===== src/rtl/iob_cache_writeback_channel.sv =====
// -----------------------------------------------------------------------------
// iob_cache_writeback_channel
//
// Purpose:
//   Takes one dirty cache line and writes it to the backend memory one word
//   at a time. It addresses words from word 0 up to the last word of the line.
//   A one-cycle wb_done pulse follows the last accepted word, and then the
//   channel is ready for a new line.
//
// Ports:
//   clk_i     - sole clock; all state updates on its rising edge
//   reset     - synchronous, active-high reset
//   wb_valid  - write-back request from the cache
//   wb_addr   - line address (byte address bits above the word/line offset)
//   wb_line   - line data, word k at [k*BE_DATA_W +: BE_DATA_W]
//   wb_ready  - high only while idle; request taken on wb_valid && wb_ready
//   wb_done   - one-cycle pulse after the last word has been accepted
//   be_valid  - backend write request
//   be_addr   - backend byte address
//   be_wdata  - backend write data
//   be_wstrb  - backend byte enables (all ones while writing, zero otherwise)
//   be_ready  - backend accepts the current word this cycle
// -----------------------------------------------------------------------------
module iob_cache_writeback_channel #(
    parameter int ADDR_W     = 32,
    parameter int BE_ADDR_W  = 32,
    parameter int BE_DATA_W  = 32,
    parameter int LINE2BE_W  = 2,
    localparam int BE_NBYTES_W = $clog2(BE_DATA_W / 8),
    localparam int NWORDS      = 2 ** LINE2BE_W,
    localparam int LINE_ADDR_W = ADDR_W - BE_NBYTES_W - LINE2BE_W
) (
    input  logic                          clk_i,
    input  logic                          reset,
    input  logic                          wb_valid,
    input  logic [LINE_ADDR_W-1:0]        wb_addr,
    input  logic [NWORDS*BE_DATA_W-1:0]   wb_line,
    output logic                          wb_ready,
    output logic                          wb_done,
    output logic                          be_valid,
    output logic [BE_ADDR_W-1:0]          be_addr,
    output logic [BE_DATA_W-1:0]          be_wdata,
    output logic [BE_DATA_W/8-1:0]        be_wstrb,
    input  logic                          be_ready
);

    // The counter keeps at least one bit so that a single-word line still has
    // a legal register; in that case it simply stays at zero.
    localparam int CNT_W = (LINE2BE_W > 0) ? LINE2BE_W : 1;
    localparam logic [CNT_W-1:0] LAST_CNT = CNT_W'(NWORDS - 1);

    typedef enum logic [1:0] {
        IDLE  = 2'd0,
        WRITE = 2'd1,
        DONE  = 2'd2
    } state_t;

    state_t                        r_state;
    logic [CNT_W-1:0]              r_cnt;
    logic [LINE_ADDR_W-1:0]        r_line_addr;
    logic [NWORDS*BE_DATA_W-1:0]   r_line;
    logic                          r_wb_ready;
    logic                          r_wb_done;
    logic                          r_be_valid;

    logic [ADDR_W-1:0]             w_byte_addr;
    logic [BE_DATA_W-1:0]          w_wdata;

    // Control FSM. The handshake outputs are registered alongside the state
    // so each one changes exactly on the edge that moves the FSM. The line
    // address and data are captured only when a request is accepted, so the
    // cache may change its inputs freely while a transfer is in progress.
    // Reset returns the FSM to idle and drops any partial transfer. The
    // line buffer is left alone because it is reloaded on every acceptance.
    always_ff @(posedge clk_i) begin
        if (reset) begin
            r_state    <= IDLE;
            r_cnt      <= '0;
            r_wb_ready <= 1'b1;
            r_wb_done  <= 1'b0;
            r_be_valid <= 1'b0;
        end else begin
            case (r_state)
                IDLE: begin
                    if (wb_valid) begin
                        r_line_addr <= wb_addr;
                        r_line      <= wb_line;
                        r_cnt       <= '0;
                        r_state     <= WRITE;
                        r_wb_ready  <= 1'b0;
                        r_be_valid  <= 1'b1;
                    end
                end
                WRITE: begin
                    if (be_ready) begin
                        if (r_cnt == LAST_CNT) begin
                            r_state    <= DONE;
                            r_be_valid <= 1'b0;
                            r_wb_done  <= 1'b1;
                        end else begin
                            r_cnt <= r_cnt + 1'b1;
                        end
                    end
                end
                DONE: begin
                    r_state    <= IDLE;
                    r_wb_done  <= 1'b0;
                    r_wb_ready <= 1'b1;
                end
                default: begin
                    r_state    <= IDLE;
                    r_wb_done  <= 1'b0;
                    r_wb_ready <= 1'b1;
                    r_be_valid <= 1'b0;
                end
            endcase
        end
    end

    // Address and data of the current word. A single-word line has no word
    // index field. In that case the line buffer is the whole word.
    generate
        if (LINE2BE_W > 0) begin : g_multi_word
            assign w_byte_addr = (ADDR_W'(r_line_addr) << (BE_NBYTES_W + LINE2BE_W))
                               | (ADDR_W'(r_cnt) << BE_NBYTES_W);
            assign w_wdata     = r_line[r_cnt*BE_DATA_W +: BE_DATA_W];
        end else begin : g_single_word
            assign w_byte_addr = ADDR_W'(r_line_addr) << BE_NBYTES_W;
            assign w_wdata     = r_line;
        end
    endgenerate

    // Output drive. Both the address and the data come from registers, so
    // they hold steady across backpressure without any extra logic.
    assign wb_ready = r_wb_ready;
    assign wb_done  = r_wb_done;
    assign be_valid = r_be_valid;
    assign be_addr  = BE_ADDR_W'(w_byte_addr);
    assign be_wdata = w_wdata;
    assign be_wstrb = {(BE_DATA_W/8){r_be_valid}};

endmodule


===== config.mk =====
export PLATFORM = sky130hd
export DESIGN_NAME = iob_cache_writeback_channel
export DESIGN_NICKNAME = d
export VERILOG_FILES = /design/src/rtl/iob_cache_writeback_channel.sv
export SDC_FILE = /design/constraint.sdc
export NUM_CORES = 1
export LEC_CHECK = 0
export BUFFER_PORTS_ARGS = -buffer_cell sky130_fd_sc_hd__buf_2
export CAP_MARGIN = 40
export CELL_PAD_IN_SITES_DETAIL_PLACEMENT = 0
export CELL_PAD_IN_SITES_GLOBAL_PLACEMENT = 1
export CORE_MARGIN = 4
export CORE_UTILIZATION = 36
export DETAILED_ROUTE_END_ITERATION = 7
export PLACE_DENSITY = 0.85
export SYNTH_ARGS = -nofsm -noshare
export SYNTH_HDL_FRONTEND = slang
export SYNTH_SLANG_ARGS = --single-unit
export TNS_END_PERCENT = 5

===== constraint.sdc =====
create_clock -name clk_i -period 13.47 [get_ports clk_i]
set_clock_uncertainty 0.1 [all_clocks]
set_input_delay 1.347 -clock clk_i [delete_from_list [all_inputs] [get_ports clk_i]]
set_output_delay 1.347 -clock clk_i [all_outputs]
set_load 0.01 [all_outputs]

==> run_results.csv, run 1 <==
group,metric,value,unit
floorplan,die_y,135,um
route,wl_per_cell,17.3,um
sta,relSlewSlack,0.430,
route,initialDrtViolationCount,160,
pwr,p_int,0.885,mW
pwr,power.share.clock,0.408,
setup_path,r2r_end,"r_line[8]$_DFFE_PP_",
global_routing,grt-ovfl-total,0,
clock_tree,clkTransAtPathRegs,0.06,ns
setup_path,endpoint_kind,"output port",
sta,hold_ws,0.358,ns
setup_path,rr_worst_depth,4,
synth,synth_edf_count,156,
setup_path,slowest_delay,0.60,ns
pwr,powerDensity,142,nW/um^2
status,status,"finished, final reports clean",
setup_path,path_cells,"buf_4, mux4_2, buf_2",
synth,synth-async-reset-ratio,0,
route,dr.max_layer_used,"met4",
global_routing,grt_max_degree,77,
synth,synth_cell_types,23,
setup_path,rrSetupSlack,11.19,ns
setup_path,cpLargestDelayFamily,"buffers and inverters",
route,avgViaCountPerCell,4.48,
clock_tree,clkSinkCount,163,
sta,slew_viol_final,0,
setup_path,crit_fanout,37,
clock_tree,ctsHoldBuffers,0,
pwr,p_sw_frac,0.197,
sta,min_period,3.50,ns
layout,nNetsFinal,637,
pwr,p_comb_frac,0.062,
placed_design,gp_congestion,0.736,
setup_path,r2r-start,"r_state[0]$_SDFFE_PP0P_",
route,via_count,3164,
setup_path,critPathKind,"reg -> out",
pwr,ir_worst_vdd,0.105,mV
synth,synth-seq-cells,163,
sta,worst_pin_slew,0.856,ns
sta,fin_setup_tns,0,ns
layout,nFillCells,1359,
run,cap_viol_max_count,0,
synth,syn-instance-count,236,
placed_design,port_buffers,228,
synth,syn_avg_cell_area,24.7,um^2
layout,seq_area,4830,um^2
setup_path,start_kind,"register",
floorplan,fp.dieW,135,um
sta,hold_violations,0,
global_routing,grt_pass1_wl,18.6,mm
route,dr_wl_met3,944,um
floorplan,rows,46,
route,totalWireLength,12.2,mm
clock_tree,postCtsSetupBuffers,0,
pwr,p_leak,2.95,nW
setup_path,crit_required,12.02,ns
floorplan,start_util,0.366,
route,ant_nets,0,
floorplan,core_area,15900,um^2
clock_tree,clock_path_buffers,2,
global_routing,grt_pass1_vias,3498,
global_routing,antenna_found_initial,1,
synth,synth_area,5820,um^2
floorplan,die-area,18300,um^2
pwr,power_switching,0.217,mW
pwr,finalPower,1.10,mW
sta,finalCritPeriodShare,0.260,
global_routing,grt.total_usage,0.135,
setup_path,worst-path-stages,3,
route,drt-pass1-iter-count,4,
synth,ys_seq_area_frac,0.829,
route,drc,0,
setup_path,crit_end,"be_wdata[10]",
setup_path,worst-path-buf-inv,2,
placed_design,hpwl,8.98,mm
worst_hold_path,hp-class,"reg -> reg",
synth,yosys_warnings,0,
layout,layout_common_cells,"buf_2, edfxtp_1, mux4_2",
route,wl_met2,6.47,mm
clock_tree,cts_tree,"built",
layout,layout_commonest_cell,"buf_2",
clock_tree,cts-root-buf,"clkbuf_16",
setup_path,critPathLaunch,"r_cnt[0]$_SDFFE_PP0P_",
pwr,seq_power_share,0.530,
clock_tree,cts_htree_levels,4,
layout,drive_gt1_frac,0.607,
route,wl_met1,4.44,mm
floorplan,pin_count,231,
synth,ys.flop_type,"edfxtp_1",
sta,rsz0062_at_grt,"no",
layout,multi_input_area,876,um^2
setup_path,crit_slowest_cell,"mux4_2",
setup_path,arrival,2.06,ns
clock_tree,cts_buffers,17,
layout,syn_to_final_growth,33.4,%
clock_tree,insertion_delay,0.41,ns
sta,clock.fmax,285,MHz
sta,finalSetupViolations,0,
clock_tree,cts_resized,0,
==> final cells by class <==
cell class	count	share of cell area
Inverter	3	0.00145
Tap cell	216	0.0348
Multi-Input combinational cell	57	0.113
Antenna cell	1	0.000322
Sequential cell	163	0.622
Clock buffer	21	0.0567
Timing Repair Buffer	234	0.158
Clock inverter	11	0.0145
==> cell usage after synthesis (2+ instances only) <==
cell type | number | area (um^2)
nand3_1 | 2 | 10.0
edfxtp_1 | 156 | 4680
a31oi_1 | 2 | 12.5
nor3_1 | 2 | 10.0
nand2_1 | 6 | 22.5
dfxtp_1 | 7 | 140
mux4_2 | 32 | 721
buf_6 | 3 | 33.8
or3_1 | 2 | 12.5
inv_1 | 3 | 11.3
buf_2 | 4 | 20.0
buf_4 | 6 | 45.0
==> stage by stage <==
step	setup WS (ns)	cells	utilization	area [um^2]
6_report	9.97	706	0.489	7770
3_5_place_dp	10.14	672	0.452	7180
4_1_cts	9.88	704	0.487	7740
5_1_grt	9.78	706	0.489	7770
2_1_floorplan	0.517	237	-	5830
3_3_place_gp	9.86	670	0.450	7150
==> power groups by stage <==
stage | Clock, mW | Sequential [mW] | Combinational (mW)
floorplan | 0 | 0.603 | 0.0304
detailed placement | 0 | 0.595 | 0.0695
global placement | 0 | 0.594 | 0.0669
CTS | 0.463 | 0.584 | 0.0697
global route | 0.489 | 0.585 | 0.0754
finish | 0.449 | 0.584 | 0.0688
==> how the worst min path moves through the flow <==
stage | from | slack, ns | cells past startpoint | to
after floorplan | wb_ready$_SDFFE_PP1P_ | 0.37 | 2 | wb_ready$_SDFFE_PP1P_
after global placement | wb_ready$_SDFFE_PP1P_ | 0.34 | 2 | wb_ready$_SDFFE_PP1P_
after detailed placement | wb_done$_SDFFE_PP0P_ | 0.35 | 2 | wb_done$_SDFFE_PP0P_
after CTS | wb_done$_SDFFE_PP0P_ | 0.36 | 2 | wb_done$_SDFFE_PP0P_
after global routing | wb_done$_SDFFE_PP0P_ | 0.38 | 2 | wb_done$_SDFFE_PP0P_
final | wb_done$_SDFFE_PP0P_ | 0.36 | 2 | wb_done$_SDFFE_PP0P_
==> routing by layer <==
layer	up-vias	global-route usage
met3	20	0.0546
met2	128	0.230
met4	0	0.0554
met1	1561	0.150
li1	1455	-
met5	-	0
==> worst reg2reg max path: stages, from the launching register on <==
cell and delay [ns]:
dfxtp_1 0.38, nand2b_1 0.23, nor3_2 0.21, buf_4 0.25, buf_4 0.67
==> sequential cells by signal, summed over array words and instances, names as in the netlist <==
register,flops
r_line_addr,28
wb_ready,1
wb_done,1
r_cnt,2
r_state,2
r_line,128
be_valid,1
==> logic make-up (layout without fill, tap and decap cells) <==
family | after synthesis | count (layout) | share of synthesized area
AOI/OAI and AO/OA | 7 | 7 | 0.00924
adders and majority gates | 1 | 1 | 0.00215
buffers and inverters | 17 | 269 | 0.0224
DFF | 163 | 163 | 0.829
muxes | 32 | 32 | 0.124
other | 1 | 3 | 0.000644
and+or+nand+nor | 15 | 15 | 0.0131
Power figures use the tool's default switching activity.
==> inputs of run 2 (changes only) <==
==> constraint.sdc (replaced) <==
create_clock -name clk_i -period 3.05 [get_ports clk_i]
set_clock_uncertainty 0.1 [all_clocks]
set_input_delay 0.305 -clock clk_i [delete_from_list [all_inputs] [get_ports clk_i]]
set_output_delay 0.305 -clock clk_i [all_outputs]
set_load 0.01 [all_outputs]
==> run_results.csv, run 2 <==
group,metric,value,unit
clock_tree,cts-root-buf,"clkbuf_16",
placed_design,hpwl,9.50,mm
synth,synth_fa_ha_area_frac,0.00215,
floorplan,start_util,0.366,
floorplan,rows,46,
synth,synth_edf_count,156,
synth,ys_seq_area_frac,0.829,
synth,yosys.area_share.xor_xnor,0,
synth,yosysTopAreaCell,"edfxtp_1",
status,status,"did not finish",
synth,syn-instance-count,236,
clock_tree,ctsHoldBuffers,142,
clock_tree,cts_htree_levels,4,
synth,synth-simple-area-share,0.0131,
clock_tree,clock_path_buffers,2,
synth,synth-seq-cells,163,
synth,syn_avg_cell_area,24.7,um^2
synth,ys.flop_type,"edfxtp_1",
clock_tree,cts_buffers,17,
placed_design,gp_congestion,0.789,
synth,synth_top_family_by_area,"multiplexers",
synth,synth_area,5820,um^2
synth,synth_area_leaders,"edfxtp_1, mux4_2, dfxtp_1",
status,error_line,"[ERROR RSZ-0060] Max buffer count reached.",
synth,synth_most_common_cell,"edfxtp_1",
synth,synth_compound_area_frac,0.00924,
floorplan,fp.dieW,135,um
clock_tree,clkSinkCount,163,
floorplan,pin_count,231,
floorplan,die_y,135,um
placed_design,port_buffers,228,
placed_design,placedInstanceArea,7270,um^2
synth,synth_top_area_frac,0.805,
synth,synthMuxAreaShare,0.124,
synth,yosys_warnings,0,
synth,synthTopCellsByCount,"edfxtp_1, mux4_2, dfxtp_1",
synth,synth-async-reset-ratio,0,
status,stop_stage,"clock tree synthesis",
clock_tree,postCtsSetupBuffers,0,
synth,synth_cell_types,23,
clock_tree,cts_resized,0,
[run 2: cell families after synthesis]
kind of cell / Yosys count
compound gates: 7
fa+ha+maj: 1
buf+inv: 17
flops: 163
mux: 32
other cells: 1
simple gates: 15
[run 2: metrics by stage]
step	setup WS [ns]	instances	TNS [ns]	hold WS [ns]	utilization
after global placement	0.922	676	0	0.334	0.458
after detailed placement	0.886	676	0	0.341	0.458
after floorplan	-1.72	237	-270.32	0.274	-
==> inputs of run 3 (changes only) <==
--- a/config.mk
+++ b/config.mk
@@ -7,12 +7,10 @@
 export LEC_CHECK = 0
 export BUFFER_PORTS_ARGS = -buffer_cell sky130_fd_sc_hd__buf_2
 export CAP_MARGIN = 40
-export CELL_PAD_IN_SITES_DETAIL_PLACEMENT = 0
-export CELL_PAD_IN_SITES_GLOBAL_PLACEMENT = 1
 export CORE_MARGIN = 4
-export CORE_UTILIZATION = 36
+export CORE_UTILIZATION = 25
 export DETAILED_ROUTE_END_ITERATION = 7
-export PLACE_DENSITY = 0.85
+export PLACE_DENSITY_LB_ADDON = 0.15
 export SYNTH_ARGS = -nofsm -noshare
 export SYNTH_HDL_FRONTEND = slang
 export SYNTH_SLANG_ARGS = --single-unit
==> constraint.sdc (replaced) <==
create_clock -name clk_i -period 4 [get_ports clk_i]
set_clock_uncertainty 0.1 [all_clocks]
set_input_delay 0.4 -clock clk_i [delete_from_list [all_inputs] [get_ports clk_i]]
set_output_delay 0.4 -clock clk_i [all_outputs]
set_load 0.01 [all_outputs]
==> run_results.csv, run 3 (synthesis results as in run 1) <==
group,metric,value,unit
status,status,"finished, final reports clean",
setup_path,crit_required,3.50,ns
layout,largestRegisters,"r_line x128, r_line_addr x28",
clock_tree,clock_path_buffers,2,
layout,finalNonFillerCells,799,
global_routing,grt.total_usage,0.101,
sta,setup_ws,1.38,ns
setup_path,rrSetupSlack,2.06,ns
pwr,p_leak,2.95,nW
pwr,seq_power_share,0.513,
worst_hold_path,hp-class,"in -> reg",
setup_path,critPathKind,"reg -> out",
sta,worst_pin_slew,0.824,ns
sta,fin_setup_tns,0,ns
sta,hold_ws,0.0493,ns
clock_tree,postCtsSetupBuffers,0,
route,via_count,3147,
pwr,power_switching,0.784,mW
floorplan,die_y,161,um
setup_path,crit_fanout,37,
floorplan,die-area,25800,um^2
placed_design,pre_cts_ws,1.73,ns
layout,final_area,7910,um^2
global_routing,grt_pass1_wl,19.7,mm
sta,slew_viol_final,0,
layout,fin_util,0.347,
clock_tree,cts_buffers,17,
sta,hold_violations,0,
placed_design,hpwl,9.11,mm
floorplan,fp.dieW,161,um
sta,finalCritPeriodShare,0.656,
floorplan,rows,55,
placed_design,port_buffers,228,
clock_tree,cts_tree,"built",
route,initialDrtViolationCount,160,
route,drt-pass1-iter-count,4,
layout,syn_to_final_growth,35.8,%
route,wl_per_cell,16.3,um
layout,largest_reg_flops,128,
layout,drive_gt1_frac,0.616,
layout,layout_commonest_cell,"buf_2",
pwr,p_comb_frac,0.060,
clock_tree,clkSinkCount,163,
clock_tree,insertion_delay,0.41,ns
setup_path,r2r-start,"r_state[0]$_SDFFE_PP0P_",
run,cap_viol_max_count,0,
route,avgViaCountPerCell,3.94,
sta,clock.fmax,381,MHz
floorplan,pin_count,231,
global_routing,grt-ovfl-total,0,
sta,min_period,2.62,ns
clock_tree,cts_resized,0,
setup_path,start_kind,"register",
placed_design,placed_cells,768,
sta,finalSetupViolations,0,
layout,nNetsFinal,635,
setup_path,endpoint_kind,"output port",
pwr,p_int,3.05,mW
route,totalWireLength,13.0,mm
pwr,ir_worst_vdd,0.196,mV
worst_hold_path,holdPathStages,1,
sta,relSlewSlack,0.451,
clock_tree,cts-root-buf,"clkbuf_16",
setup_path,arrival,2.12,ns
pwr,p_sw_frac,0.205,
global_routing,grt_pass1_vias,3586,
placed_design,gp_congestion,0.676,
worst_hold_path,hp-start,"wb_addr[3]",
setup_path,r2r_end,"r_line[40]$_DFFE_PP_",
clock_tree,clkTransAtPathRegs,0.07,ns
setup_path,rr_worst_depth,3,
global_routing,grt_max_degree,94,
clock_tree,ctsHoldBuffers,0,
worst_hold_path,whs_endpoint,"r_line_addr[3]$_DFFE_PP_",
sta,rsz0062_at_grt,"no",
route,ant_nets,0,
route,drc,0,
floorplan,start_util,0.256,
pwr,finalPower,3.83,mW
layout,layout_common_cells,"buf_2, edfxtp_1, mux4_2",
layout,top_register,"r_line",
pwr,powerDensity,484,nW/um^2
pwr,power.share.clock,0.427,
clock_tree,cts_htree_levels,4,
floorplan,core_area,22800,um^2
global_routing,antenna_found_initial,0,
placed_design,placedInstanceArea,7320,um^2
run 3: worst max path at each step:
stage / start / to / slack [ns]
finish: r_cnt[0]$_SDFFE_PP0P_ / be_wdata[1] / 1.38
detailed placement: r_cnt[0]$_SDFFE_PP0P_ / be_wdata[11] / 1.73
global placement: r_cnt[0]$_SDFFE_PP0P_ / be_wdata[11] / 1.73
CTS: r_cnt[0]$_SDFFE_PP0P_ / be_wdata[11] / 1.27
global route: r_cnt[0]$_SDFFE_PP0P_ / be_wdata[11] / 1.21
floorplan: r_state[0]$_SDFFE_PP0P_ / r_line[0]$_DFFE_PP_ / -0.77
run 3: cell type report:
cell class | count | area (um^2)
timing repair buffer | 232 | 1200
clock inverter | 12 | 158
sequential | 163 | 4830
antenna | 1 | 2.50
multi-input combinational | 57 | 890
inverter | 3 | 11.3
fill | 2190 | 14900
tap | 313 | 392
clock buffer | 18 | 429
run 3: worst max-delay path: stages, from the launching register on:
cell     delay, ns
dfxtp_2       0.31
buf_4         0.61
mux4_2        0.61
buf_2         0.16
run 3: per-layer routing:
layer | up-vias | track usage | wire length (um)
li1 | 1456 | - | -
met1 | 1562 | 0.108 | 4790
met2 | 119 | 0.178 | 7020
met3 | 10 | 0.0421 | 993
met4 | 0 | 0.0387 | 185
met5 | - | 0 | 0
run 3: power groups by stage:
stage / logic [mW] / clock network (mW) / registers [mW]
finish: 0.231 / 1.63 / 1.96
global route: 0.256 / 1.77 / 1.97
CTS: 0.239 / 1.70 / 1.97
detailed placement: 0.239 / 0 / 2.00
global placement: 0.234 / 0 / 2.00
floorplan: 0.104 / 0 / 2.01
